`config.mk`:
```
export PLATFORM = sky130hd
export DESIGN_NAME = operand_fetch
export DESIGN_NICKNAME = d
export VERILOG_FILES = /design/src/rtl/operand_fetch.sv
export SDC_FILE = /design/constraint.sdc
export NUM_CORES = 1
export LEC_CHECK = 0
export BUFFER_PORTS_ARGS = -buffer_cell sky130_fd_sc_hd__buf_2
export CORE_MARGIN = 2
export CORE_UTILIZATION = 45
export DETAILED_ROUTE_END_ITERATION = 10
export PLACE_DENSITY = 0.82
export SYNTH_ARGS = -nofsm -noshare
export SYNTH_HDL_FRONTEND = slang
export SYNTH_SLANG_ARGS = --single-unit
```
`constraint.sdc`:
```
create_clock -name clk -period 5.14 [get_ports clk]
set_input_delay 0.257 -clock clk [delete_from_list [all_inputs] [get_ports clk]]
set_output_delay 0.257 -clock clk [all_outputs]
set_load 0.005 [all_outputs]
```
`src/rtl/operand_fetch.sv`:
```
// Operand fetch stage: drives register file read ports, tracks in-flight writes per
// register to stall on RAW/WAW hazards, bypasses same-cycle writeback, registers operands for execute.
module operand_fetch #(
  parameter int REG_WIDTH  = 5,
  parameter int REG_NUM    = 32,
  parameter int DATA_WIDTH = 32,
  parameter int INFO_W     = 64,
  parameter int PEND_W     = 2
) (
  input  logic                  clk,
  input  logic                  reset,
  input  logic                  flush,
  input  logic                  in_valid,
  output logic                  in_ready,
  input  logic                  in_rs_en,
  input  logic [REG_WIDTH-1:0]  in_rs_addr,
  input  logic                  in_rt_en,
  input  logic [REG_WIDTH-1:0]  in_rt_addr,
  input  logic                  in_rd_en,
  input  logic [REG_WIDTH-1:0]  in_rd_addr,
  input  logic [INFO_W-1:0]     in_info,
  output logic                  rs_en,
  output logic [REG_WIDTH-1:0]  rs_addr,
  input  logic [DATA_WIDTH-1:0] rs_data,
  output logic                  rt_en,
  output logic [REG_WIDTH-1:0]  rt_addr,
  input  logic [DATA_WIDTH-1:0] rt_data,
  input  logic                  wb_en,
  input  logic [REG_WIDTH-1:0]  wb_addr,
  input  logic [DATA_WIDTH-1:0] wb_data,
  output logic                  out_valid,
  input  logic                  out_ready,
  output logic [DATA_WIDTH-1:0] out_rs_val,
  output logic [DATA_WIDTH-1:0] out_rt_val,
  output logic                  out_rd_en,
  output logic [REG_WIDTH-1:0]  out_rd_addr,
  output logic [INFO_W-1:0]     out_info
);

  localparam int PW1 = PEND_W + 1;
  localparam logic [PEND_W-1:0] PEND_MAX = {PEND_W{1'b1}};
  localparam logic [PEND_W-1:0] PEND_ONE = PEND_W'(1);

  logic [PEND_W-1:0]     pending   [REG_NUM];
  logic [PEND_W-1:0]     pend_next [REG_NUM];
  logic [PW1-1:0]        up;
  logic [1:0]            down;
  logic                  rs_haz, rt_haz, waw_haz, hazard, xfer;
  logic [DATA_WIDTH-1:0] rs_val, rt_val;

  assign rs_en   = in_rs_en;
  assign rs_addr = in_rs_addr;
  assign rt_en   = in_rt_en;
  assign rt_addr = in_rt_addr;

  // Source resolution: zero register, writeback bypass, hazard, or register file value
  always_comb begin
    rs_val  = {DATA_WIDTH{1'b0}};
    rt_val  = {DATA_WIDTH{1'b0}};
    rs_haz  = 1'b0;
    rt_haz  = 1'b0;
    waw_haz = 1'b0;
    if (!in_rs_en || in_rs_addr == {REG_WIDTH{1'b0}}) begin
      rs_val = {DATA_WIDTH{1'b0}};
    end else if (wb_en && wb_addr == in_rs_addr && pending[in_rs_addr] == PEND_ONE) begin
      rs_val = wb_data;
    end else if (pending[in_rs_addr] != {PEND_W{1'b0}}) begin
      rs_haz = 1'b1;
    end else begin
      rs_val = rs_data;
    end
    if (!in_rt_en || in_rt_addr == {REG_WIDTH{1'b0}}) begin
      rt_val = {DATA_WIDTH{1'b0}};
    end else if (wb_en && wb_addr == in_rt_addr && pending[in_rt_addr] == PEND_ONE) begin
      rt_val = wb_data;
    end else if (pending[in_rt_addr] != {PEND_W{1'b0}}) begin
      rt_haz = 1'b1;
    end else begin
      rt_val = rt_data;
    end
    // A saturated counter cannot take another write unless one retires this cycle
    if (in_rd_en && in_rd_addr != {REG_WIDTH{1'b0}} && pending[in_rd_addr] == PEND_MAX
        && !(wb_en && wb_addr == in_rd_addr)) begin
      waw_haz = 1'b1;
    end else begin
      waw_haz = 1'b0;
    end
  end

  assign hazard   = rs_haz | rt_haz | waw_haz;
  assign in_ready = !flush && !hazard && (!out_valid || out_ready);
  assign xfer     = in_valid && in_ready;

  // Scoreboard next state: issue increments, writeback and flush revert decrement, clamped at zero
  always_comb begin
    up   = {PW1{1'b0}};
    down = 2'd0;
    pend_next[0] = {PEND_W{1'b0}};
    for (int r = 1; r < REG_NUM; r++) begin
      up = {1'b0, pending[r]}
         + ((xfer && in_rd_en && in_rd_addr == REG_WIDTH'(r)) ? PW1'(1) : PW1'(0));
      down = ((wb_en && wb_addr == REG_WIDTH'(r) && pending[r] != {PEND_W{1'b0}}) ? 2'd1 : 2'd0)
           + ((flush && out_valid && out_rd_en && out_rd_addr == REG_WIDTH'(r)) ? 2'd1 : 2'd0);
      if (up < PW1'(down)) begin
        pend_next[r] = {PEND_W{1'b0}};
      end else begin
        pend_next[r] = PEND_W'(up - PW1'(down));
      end
    end
  end

  // Scoreboard state register
  always_ff @(posedge clk or posedge reset) begin
    if (reset) begin
      for (int r = 0; r < REG_NUM; r++) pending[r] <= {PEND_W{1'b0}};
    end else begin
      for (int r = 0; r < REG_NUM; r++) pending[r] <= pend_next[r];
    end
  end

  // Output stage: capture on transfer, drop on accept or flush, otherwise hold
  always_ff @(posedge clk or posedge reset) begin
    if (reset) begin
      out_valid   <= 1'b0;
      out_rs_val  <= {DATA_WIDTH{1'b0}};
      out_rt_val  <= {DATA_WIDTH{1'b0}};
      out_rd_en   <= 1'b0;
      out_rd_addr <= {REG_WIDTH{1'b0}};
      out_info    <= {INFO_W{1'b0}};
    end else if (flush) begin
      out_valid <= 1'b0;
    end else if (xfer) begin
      out_valid   <= 1'b1;
      out_rs_val  <= rs_val;
      out_rt_val  <= rt_val;
      out_rd_en   <= in_rd_en;
      out_rd_addr <= in_rd_addr;
      out_info    <= in_info;
    end else if (out_ready) begin
      out_valid <= 1'b0;
    end else begin
      out_valid <= out_valid;
    end
  end

endmodule

```
==> impl_summary.md, run 1 <==
CTS
The clock tree buffer depth is 2. Clock latency on the worst-skew pair, taken at its later pin, is 470 ps. The clock net sink count is 197.

After clock tree synthesis, the repair step resized 0 gates. The clock tree from TritonCTS is done. The total CTS buffers is 17. The root cell of the clock tree is clkbuf_16. The number of buffers inserted by post-CTS setup repair is 0. The H-tree generated during clock tree synthesis spans 4 levels. After clock tree synthesis, the clock-pin slew on the worst setup and hold paths is 100 ps.

Timing
For the pin with the worst max-slew slack, the measured transition is 1264 ps. The share of the clock period used by the worst path is 0.8092. Across the routed clock network, the largest skew measured is 19.55 ps. The number of max-slew violations in the final report came to 0.

The worst max-slew margin expressed relative to the limit is 0.1567. The final setup violation count is 0. Setup total negative slack on the finished layout was measured at 0 ps.

Timing would allow up to 240.4 MHz. The number of hold violations in the final report is 0. Setup repair after global routing left no endpoint under its margin. In the post-route analysis, the smallest setup slack over all paths is 980.9 ps.

The clock period could shrink to 4159 ps.

Die
The floorplan step set the die height to 179.0 um. From left edge to right edge, the die measures 179.0 um. The number of top-level pins is 337. The full die area is 0.03204 mm^2.

The initialized floorplan defines 64 standard-cell rows. The area of the core region is 0.03035 mm^2. The initial core utilization is 0.4541.

Setup path
Along the worst path, the maximum fanout reaches 24. STA classifies the critical path startpoint as a register. STA puts the critical path data arrival time at 4510 ps. The worst setup path is captured at a register. The worst setup path is of the register to register kind.

STA puts the critical path data required time at 5490 ps.

Routing
For this block, the via count after detailed routing is 10.97k. Summed over all nets, wire length on met2 after detailed routing comes to 20,320 um. The average vias per placed instance is 5.651. The residual DRC count is 0. The final layout contains routed wiring with a total length of 42,310 um. The post-detailed-route count of antenna-violating nets is 0. The first detailed-routing pass took 5 iterations. For this block, wires on met1 add up to 16,200 um.

Dividing the detail-routed wire length by the instance count gives 21.80 um. The number of DRC markers in iteration 0 is 1,024. The wire length on met3 is 3960 um. The highest routing layer actually used is met5.

Synth
The synthesized flop and latch total is 197. The post-synthesis async set-or-reset flop share is 1.000. Among all flip-flop cells after synthesis, the most frequent one is dfrtp_1. The mean cell area of the mapped netlist is 11.15 um^2. The net count of the mapped netlist is 1,580. Summing every instance area after synthesis gives 0.01378 mm^2.

Yosys mapped a number of flops with a built-in enable equal to 0. During synthesis, Yosys emitted a total of 0 warnings. For this run, the register share of the synthesized area comes to 0.3577. The unique cell type count in the Yosys netlist is 50. In the synthesized netlist, the number of instances is 1,236.

Power and ir drop
The worst supply voltage drop on vdd is 0.0002416 V. The leakage power is 8.321 nW. Dividing total power by cell area gives a power density of 351.5 mW/mm^2.

Cells and area
The layout net count is 1,870. Leaving out fill and tap cells, the most frequent cell in the layout is buf_2. The library cells used most frequently in the layout, excluding fill and tap cells, are buf_2 (336), dfrtp_1 (197), nor2_1 (141). The layout overhead on the synthesized area is 18.16%. The post-layout instance area is 0.01628 mm^2.

The share of final-layout standard cells stronger than drive strength 1 is 0.3574.

Global route
In the global route stage, overall resource usage came out at 0.2600. Summed over all layers, the global routing overflow is 0. The via count of the first global-routing pass came to 10.77k. The largest net degree at the start of global routing is 177. The number of antenna violations at the first check in global routing is 10. The first-pass GRT wire length is 62,050 um.

Placed design
The final weighted congestion in routability-driven placement is 0.9999. The half-perimeter wire length after placement is 32,340 um. At the placement stage, the worst setup path has a slack of 747.6 ps. The number of buffers inserted by port buffering is 336. Once placement finished, the instance area stood at 0.01563 mm^2.

Hold path
The path class of the lowest-slack min-delay path is input port to register.

Outcome
The run finished with clean final reports.

Run
The number of max-cap violations is 0.
-- Yosys cell counts (31+ instances only) --
library cell	number	area [um^2]
nand2_1	43	161.4
nor2_1	143	536.8
nor3_1	58	290.3
dfrtp_1	197	4930
a22o_1	63	551.8
mux2_4	107	1607
xnor2_1	34	297.8
fa_1	31	620.6
clkbuf_1	34	127.6
inv_1	70	262.8
and2_1	33	206.5
ha_1	124	1551
-- per-stage QoR --
step | power [mW] | hold slack [ps] | utilization | std cells
floorplan | 3.467 | 364.3 | - | 1236
finish | 5.724 | 17.41 | 0.5365 | 1941
global placement | 4.236 | 320.7 | 0.5148 | 1900
detailed placement | 4.305 | 334.4 | 0.5148 | 1900
global route | 6.045 | 1.832 | 0.5364 | 1940
CTS | 5.743 | 0.2399 | 0.5360 | 1935
-- per-layer routing --
layer,up-vias,global-route usage
met2,593,0.4268
li1,4909,-
met4,6,0.1341
met1,5336,0.3172
met5,-,0
met3,124,0.06340
-- flip-flops by register name, indices dropped and copies added, names as in the netlist --
register / cells
out_valid: 1
out_rd_addr: 5
out_rs_val: 32
out_rd_en: 1
out_rt_val: 32
out_info: 64
pending: 62
-- where the power goes --
group | switching [mW] | internal, mW | leakage [nW]
logic | 0.858 | 1.03 | 5.50
clock network | 0.749 | 0.673 | 0.296
registers | 0.413 | 2.00 | 2.53
-- worst max-delay path, stage by stage, from the launching register on --
cell       delay [ps]
dfrtp_1           480
mux4_2            490
a22oi_1           200
a31oi_1           160
a211o_1           320
a2111oi_2         430
nand3_4           380
buf_4             350
nor3_1            220
ha_1              240
fa_1              460
xnor2_1           150
and2_1            150
-- final cells by class --
class                      count  area, um^2
clock buffer                  17       425.4
antenna                        6       15.01
sequential                   197        4930
fill                        2659       14070
tap                          396       495.5
timing repair buffer         350        1832
multi-input combinational    890        8132
inverter                      70       266.5
clock inverter                15       187.7
-- final timing paths --
kind | endpoint | slack [ps] | from | cells past startpoint
max in group asynchronous | out_info[38] | 3410 | reset | 4
worst min-delay path | out_info[7] | 20 | in_info[7] | 2
worst max-delay path | pending[39] | 980 | pending[26] | 12
worst min register to register | out_info[50] | 490 | out_info[50] | 1
worst max register to register | pending[39] | 980 | pending[26] | 12
min in group asynchronous | out_rs_val[16] | 390 | reset | 3
-- kinds of logic after synthesis --
logic type | count (synthesis) | synth area share
buffers and inverters | 149 | 0.05384
xor gates and xnor gates | 46 | 0.02924
AOI/OAI and AO/OA | 115 | 0.06574
muxes | 184 | 0.1971
DFF | 197 | 0.3577
and+or+nand+nor | 390 | 0.1387
adders and majority gates | 155 | 0.1576
-- timing repair --
item	CTS	global route
hold buffers	3	0
setup endpoints to repair	0	0
hold endpoints to repair	23	0
Power figures use the tool's default switching activity.
==> inputs of run 2 (changes only) <==
--- a/config.mk
+++ b/config.mk
@@ -9,7 +9,7 @@
 export CORE_MARGIN = 2
 export CORE_UTILIZATION = 45
 export DETAILED_ROUTE_END_ITERATION = 10
-export PLACE_DENSITY = 0.82
+export PLACE_DENSITY = 0.79
 export SYNTH_ARGS = -nofsm -noshare
 export SYNTH_HDL_FRONTEND = slang
 export SYNTH_SLANG_ARGS = --single-unit
==> constraint.sdc (replaced) <==
create_clock -name clk -period 4 [get_ports clk]
set_input_delay 0.2 -clock clk [delete_from_list [all_inputs] [get_ports clk]]
set_output_delay 0.2 -clock clk [all_outputs]
set_load 0.005 [all_outputs]
==> impl_summary.md, run 2 (same netlist as run 1, synthesis figures left out) <==
Timing
For the pin with the worst max-slew slack, the measured transition is 961.0 ps. The number of hold violations in the final report was 0. The largest clock skew in the final design is 12.35 ps.

The highest achievable clock rate is 261.0 MHz. The setup TNS is 0 ps. The number of max-slew violations in the final report was 0.

The worst path in the final design needs a cycle of 3831 ps, including I/O delays and setup. Measured against its own limit, the worst slew margin works out to 0.3594. Of the available clock period, the critical path in the final layout requires 0.9577. The worst hold slack after final layout is 58.09 ps. Setup repair after global routing left no endpoint under its margin. Across all setup checks in the final design, the least slack found is 169.2 ps. Setup violations remaining at the end of the flow were counted as 0.

Routing
The number of DRC markers in iteration 0 is 952. The wire length on met3 is 4447 um. Wires add up to 45,410 um.

Dividing the detail-routed via count by the number of cells gives 5.695. In the routed design, unresolved DRC markers number 0. Dividing the detail-routed wire length by the instance count gives 22.05 um. The total via count after detailed routing is 11.73k. The first detailed-routing pass ran for 6 iterations. After detailed routing, no signal wire sits above met4. The post-detailed-route count of antenna-violating nets is 0. The met1 wire length is 16,950 um. Detailed routing placed a total of 21,650 um of wire on met2.

Run
Max-cap violations in this run came to 0.

Die
The area of the core region is 0.03035 mm^2. After floorplanning, the core was divided into 64 placement rows. The width of the die is 179.0 um. The full die area is 0.03204 mm^2. The number of top-level pins is 337. The floorplan die height is 179.0 um.

The initial core utilization is 0.4541.

Setup path
The critical path crosses 13 cells after its start point. The worst setup path is captured at a register. Walking the worst path, the cells encountered are mux4_2 -> a22oi_1 -> a31oi_1 -> a211o_1 -> a2111oi_2 -> nand3_4 -> buf_12 -> buf_4 -> nor3_1 -> ha_1 -> fa_1 -> xnor2_1 -> and2_1. The peak fanout along the critical path is 11.

The largest stage delay on the critical path is 470 ps. The critical path is of the register to register type. The number of buffers and inverters on the critical path is 2. At the worst endpoint, the arrival time is 4180 ps.

The sort of element at the start of the critical path is a register. The slowest stage of the critical path belongs to the cell dfrtp_1. The data required time of the critical path is 4350 ps. The number of cells on the worst reg-to-reg path is 13. The cell family contributing the most delay on the critical path is compound AO/OA/AOI/OAI gates.

Power and ir drop
The combinational cell fraction of total power is 0.363. The portion of total power attributed to sequential cells is 0.406. Internal power comes to 4.889 mW. The clock share of power is 0.231. The leakage power is 8.848 nW.

The worst supply voltage drop on vdd is 0.0003239 V. The power density relative to cell area is 436.2 mW/mm^2. The switching power as a share of total power is 0.3520. The switching power summed over all nets is 2.655 mW.

CTS
The clock tree from TritonCTS is done. The number of H-tree branching levels is 4. Clock-pin slew was measured on the worst setup and hold paths at 80 ps. Clock tree synthesis inserted a total of 17 buffers. The root buffer cell chosen for the clock tree is clkbuf_16. The clock latency reported for the late side of the worst-skew pair is 460 ps. The clock tree buffer depth is 2. Clock tree synthesis found a total of 197 sinks.

Cells and area
The multi-input gate area in the final layout is 0.008142 mm^2. The filler cell count is 2,506. More flip-flops sit in one register than any other, and that register is out_info. The layout net count is 1,989. The layout overhead on the synthesized area is 25.50%. The most frequent standard cell in the layout excluding fill and tap cells is buf_2. The number of flip-flops in the largest register is 64. The largest registers in the layout are out_info: 64 flops, pending: 62 flops. The top cell types in the final layout, fill and taps aside, are buf_2 (336), dfrtp_1 (197), nor2_1 (141). The share of final-layout standard cells stronger than drive strength 1 is 0.3663. The area occupied by registers is 0.004930 mm^2.

Placed design
The half-perimeter wire length after placement is 33,760 um. The number of buffers inserted by port buffering is 336. The final weighted congestion in routability-driven placement is 1.028.

Timing analysis after detailed placement gives a worst setup slack of 48.07 ps.

Outcome
The flow ran to the end, and the final reports show no timing, DRC or antenna violations.

Global route
The number of antenna violations at the first check in global routing is 6. The global routing usage summed across all routing layers is 0.2825. The via count of the first global-routing pass was 11.99k. The first-pass GRT wire length is 67,780 um. The leftover overflow at the end of global routing is 0.

Entering global routing, the biggest net connects 87 pins.

Hold path
Along the worst hold path, the cell count comes to 3. The min-delay analysis places its worst path in the category input port to register.
==> run 2: cell types whose count changed in the layout (fill, tap and decap cells not counted), sizes merged <==
cell / delta
inv: -4
dlygate4sd3: +63
clkbuf: +1
buf: +56
clkinvlp: +2
==> run 2: repair_timing <==
action                                 4_1_cts  5_1_grt
buffers inserted                             0        0
endpoints found under the hold margin       72        0
hold buffers                                66        0
setup endpoints to repair                    0       16
gates resized for setup                      0        2
==> run 2: metrics by stage <==
step / instances / util / area [um^2] / power (mW)
floorplan: 1236 / - / 13780 / 4.455
global placement: 1956 / 0.5283 / 16030 / 5.583
detailed placement: 1956 / 0.5283 / 16030 / 5.682
CTS: 2053 / 0.5691 / 17270 / 7.490
global route: 2059 / 0.5699 / 17300 / 7.930
finish: 2059 / 0.5699 / 17300 / 7.544
==> run 2: power by group through the flow <==
| stage | sequential [mW] | clock (mW) | combinational, mW |
|---|---|---|---|
| floorplan | 3.02 | 0 | 1.44 |
| global placement | 3.02 | 0 | 2.56 |
| detailed placement | 3.06 | 0 | 2.62 |
| CTS | 3.03 | 1.77 | 2.70 |
| global route | 3.11 | 1.85 | 2.96 |
| finish | 3.07 | 1.74 | 2.74 |
==> run 2: area by class of cell <==
cell class                 instances  area share
multi-input combinational        890      0.4707
sequential                       197      0.2850
timing repair buffer             469      0.1660
tap                              396     0.02865
clock buffer                      18     0.02539
inverter                          70     0.01541
clock inverter                    13    0.007958
antenna                            6   0.0008681
==> run 2: per-layer routing <==
| layer | global-route usage | up-vias |
|---|---|---|
| met2 | 0.4712 | 642 |
| met4 | 0.1518 | 0 |
| met3 | 0.07443 | 152 |
| met1 | 0.3320 | 5800 |
| li1 | - | 5131 |
| met5 | 0.003205 | - |
==> run 2: worst paths after layout <==
kind,from,endpoint,slack (ps)
worst min-delay path,out_ready,out_valid,60
max in group asynchronous,reset,out_rt_val[24],2560
worst max-delay path,pending[24],pending[1],170
worst min register to register,out_info[49],out_info[49],500
worst max register to register,pending[24],pending[1],170
min in group asynchronous,reset,out_rt_val[16],240
==> run 2: tightest hold or removal path, cell delays in order <==
cell	delay, ps
buf_2	80
nand2b_1	110
o21ai_0	70
==> inputs of run 3 (changes only) <==
--- a/config.mk
+++ b/config.mk
@@ -6,6 +6,7 @@
 export NUM_CORES = 1
 export LEC_CHECK = 0
 export BUFFER_PORTS_ARGS = -buffer_cell sky130_fd_sc_hd__buf_2
+export CORE_ASPECT_RATIO = 0.9
 export CORE_MARGIN = 2
 export CORE_UTILIZATION = 45
 export DETAILED_ROUTE_END_ITERATION = 10
==> constraint.sdc (replaced) <==
create_clock -name clk -period 4.9 [get_ports clk]
set_input_delay 0.245 -clock clk [delete_from_list [all_inputs] [get_ports clk]]
set_output_delay 0.245 -clock clk [all_outputs]
set_load 0.005 [all_outputs]
==> impl_summary.md, run 3 (same netlist as run 1, synthesis figures left out) <==
Outcome
The flow ran to the end, but the final reports show violations. The checks that failed: negative hold slack.

Global route
The largest net degree at the start of global routing is 112. The leftover overflow at the end of global routing is 0. The first-pass GRT wire length is 63,440 um.

The global routing usage summed across all routing layers is 0.2575. The via count of the first global-routing pass is 11.08k. The number of antenna violations at the first check in global routing is 1.

Setup path
Counting cells, the worst reg-to-reg path comes to 12. The data required time of the critical path is 5240 ps. The slowest stage of the critical path is the mux4_2 cell. Counting both buffers and inverters, the worst setup path holds a total of 0. The cell family contributing the most delay on the critical path is simple AND/OR/NAND/NOR gates. The peak fanout along the critical path is 35. The kind of critical path is register to register. STA classifies the critical path startpoint as a register. The total number of cells along the worst setup path is 12. Traced cell by cell, the critical path runs through mux4_2 -> a32o_1 -> a31oi_1 -> a31oi_1 -> nor3b_1 -> nand3_4 -> nor4_1 -> ha_1 -> fa_1 -> nor3b_1 -> nor2_1 -> nor2_1. The largest stage delay on the critical path is 580 ps. The element type at the critical path end is a register. Data arrives at the worst endpoint at 4810 ps.

Die
The number of rows created at floorplan is 60. The number of top-level pins is 337. The full die area is 0.03204 mm^2. The die is 188.5 um wide. For this configuration, the core starts out at a cell density of 0.4589. The total area inside the core boundary comes to 0.03003 mm^2. In this run the vertical extent of the chip is 170.0 um.

Cells and area
From synthesis to final layout, the design area changed by 17.89%. The multi-input combinational cells in the finished layout cover a total of 0.008132 mm^2. In the layout the commonest cells are buf_2 (336), dfrtp_1 (197), nor2_1 (141).

The register ranked first by flip-flop count is out_info. The number of flip-flops in the largest register is 64. The finished layout holds 1,943 standard cells, fillers aside. The most frequent standard cell in the layout excluding fill and tap cells is buf_2. The largest registers in the layout are out_info: 64 flops, pending: 62 flops.

Of the cells placed in the final design, the portion with a size suffix greater than 1 is 0.3587. Summing all flip-flop and latch instances after layout gives 0.004930 mm^2. The filler cell count is 2,658. The end-of-flow core utilization is 0.5410. The net count of the finished layout is 1,870.

Routing
The met1 wire length is 16,460 um. The average vias per placed instance is 5.624. After detailed routing, no signal wire sits above met5. In this run, the number of DRC markers left after iteration 0 of detailed routing was 1,006. The first-pass iteration count of the detailed router is 5. The final layout contains routed wiring with a total length of 41,660 um.

The total via count after detailed routing is 10.93k. Dividing the detail-routed wire length by the instance count gives 21.44 um. After detailed routing, the number of remaining DRC violations is 0. The routed length on met2 is 20,110 um. Wire segments on met3 add up to 3372 um in the final route.

The count of nets left with antenna violations once routing finished came out at 0.

Power and ir drop
The share of total power dissipated in sequential elements is 0.421. For this design the static power due to leakage is 8.312 nW. The clock share of power is 0.246. The share of total power dissipated in combinational logic is 0.333. The internal power summed over all cells is 3.875 mW. The power density relative to cell area is 366.5 mW/mm^2.

The switching power summed over all nets is 2.079 mW. The worst-case IR drop observed on VDD is 0.0002561 V. The switching power as a share of total power is 0.3492. The design draws 5.954 mW.

Timing
The number of max-slew violations in the final report came to 0. The final critical delay including setup and external delays is 4474 ps. Setup repair after global routing left no endpoint under its margin. Dividing the final minimum period by the clock period gives 0.9131.

The setup TNS is 0 ps. The highest achievable clock rate is 223.5 MHz. Clock skew on the completed layout was measured at 26.18 ps. Headroom to the max-slew limit came out at 0.3460. For the pin with the worst max-slew slack, the measured transition is 981.0 ps. The number of hold violations in the final report is 9. The worst hold slack after final layout is -12.13 ps. The final setup violation count is 0.

CTS
Buffers inserted to repair hold after CTS numbered 0. The number of buffers inserted by post-CTS setup repair is 0. The clock net sink count is 197. The clock tree buffer depth is 2.

The number of H-tree branching levels is 4. Once the clock tree was built, the resizer swapped 0 gates to a different size. The clock tree from TritonCTS is done. Clock latency on the worst-skew pair, taken at its later pin, is 460 ps. Clock-pin slew was measured on the worst setup and hold paths at 80 ps. The cell sitting at the root of the clock tree is a clkbuf_16. The total CTS buffers is 17.

Run
Max-cap violations in this run came to 0.

Placed design
In this run, placement finished with an instance count of 1,910. The number of buffers inserted by port buffering is 336. Detailed placement finished with a half-perimeter wire length of 32,050 um. The final weighted congestion in routability-driven placement is 1.003.

Hold path
The path class of the lowest-slack min-delay path is input port to asynchronous set/reset pin.
==> run 3: cell count changes in the layout (fill, tap and decap cells not counted), moves of 3 or more <==
cell	before	now
inv_8	5	0
dlygate4sd3_1	66	0
inv_6	2	5
clkinv_8	2	6
clkinvlp_4	4	1
buf_4	65	13
diode_2	6	1
==> run 3: final timing paths <==
path / start / end / slack (ps)
max in group asynchronous: reset / pending[24] / 3640
min: reset / out_rt_val[14] / -10
max: pending[37] / pending[28] / 430
min in group clk: in_info[60] / out_info[60] / 30
min reg2reg: out_info[47] / out_info[47] / 510
max reg2reg: pending[37] / pending[28] / 430
==> run 3: final cells by class <==
type | instances | area share
Sequential cell | 197 | 0.3035
Inverter | 70 | 0.01640
Multi-Input combinational cell | 890 | 0.5005
Antenna cell | 1 | 0.0001540
Tap cell | 403 | 0.03104
Clock buffer | 18 | 0.02642
Clock inverter | 14 | 0.01124
Timing Repair Buffer | 350 | 0.1108
==> run 3: per-stage QoR <==
step | area (um^2) | setup WS, ps
finish | 16250 | 425.9
detailed placement | 15630 | 279.1
global route | 16240 | 299.8
global placement | 15630 | 373.5
floorplan | 13780 | 1352
CTS | 16240 | 523.4
==> run 3: layer usage <==
layer,vias to the layer above,global-route usage
li1,4899,-
met1,5362,0.3261
met2,565,0.4273
met3,100,0.05135
met4,2,0.1175
met5,-,0
==> run 3: power by group through the flow <==
| stage | registers, mW | logic (mW) | clock network, mW |
|---|---|---|---|
| after floorplan | 2.46 | 1.18 | 0 |
| after global placement | 2.49 | 1.92 | 0 |
| after detailed placement | 2.52 | 1.98 | 0 |
| after CTS | 2.49 | 1.99 | 1.50 |
| after global routing | 2.56 | 2.15 | 1.56 |
| final | 2.51 | 1.98 | 1.46 |
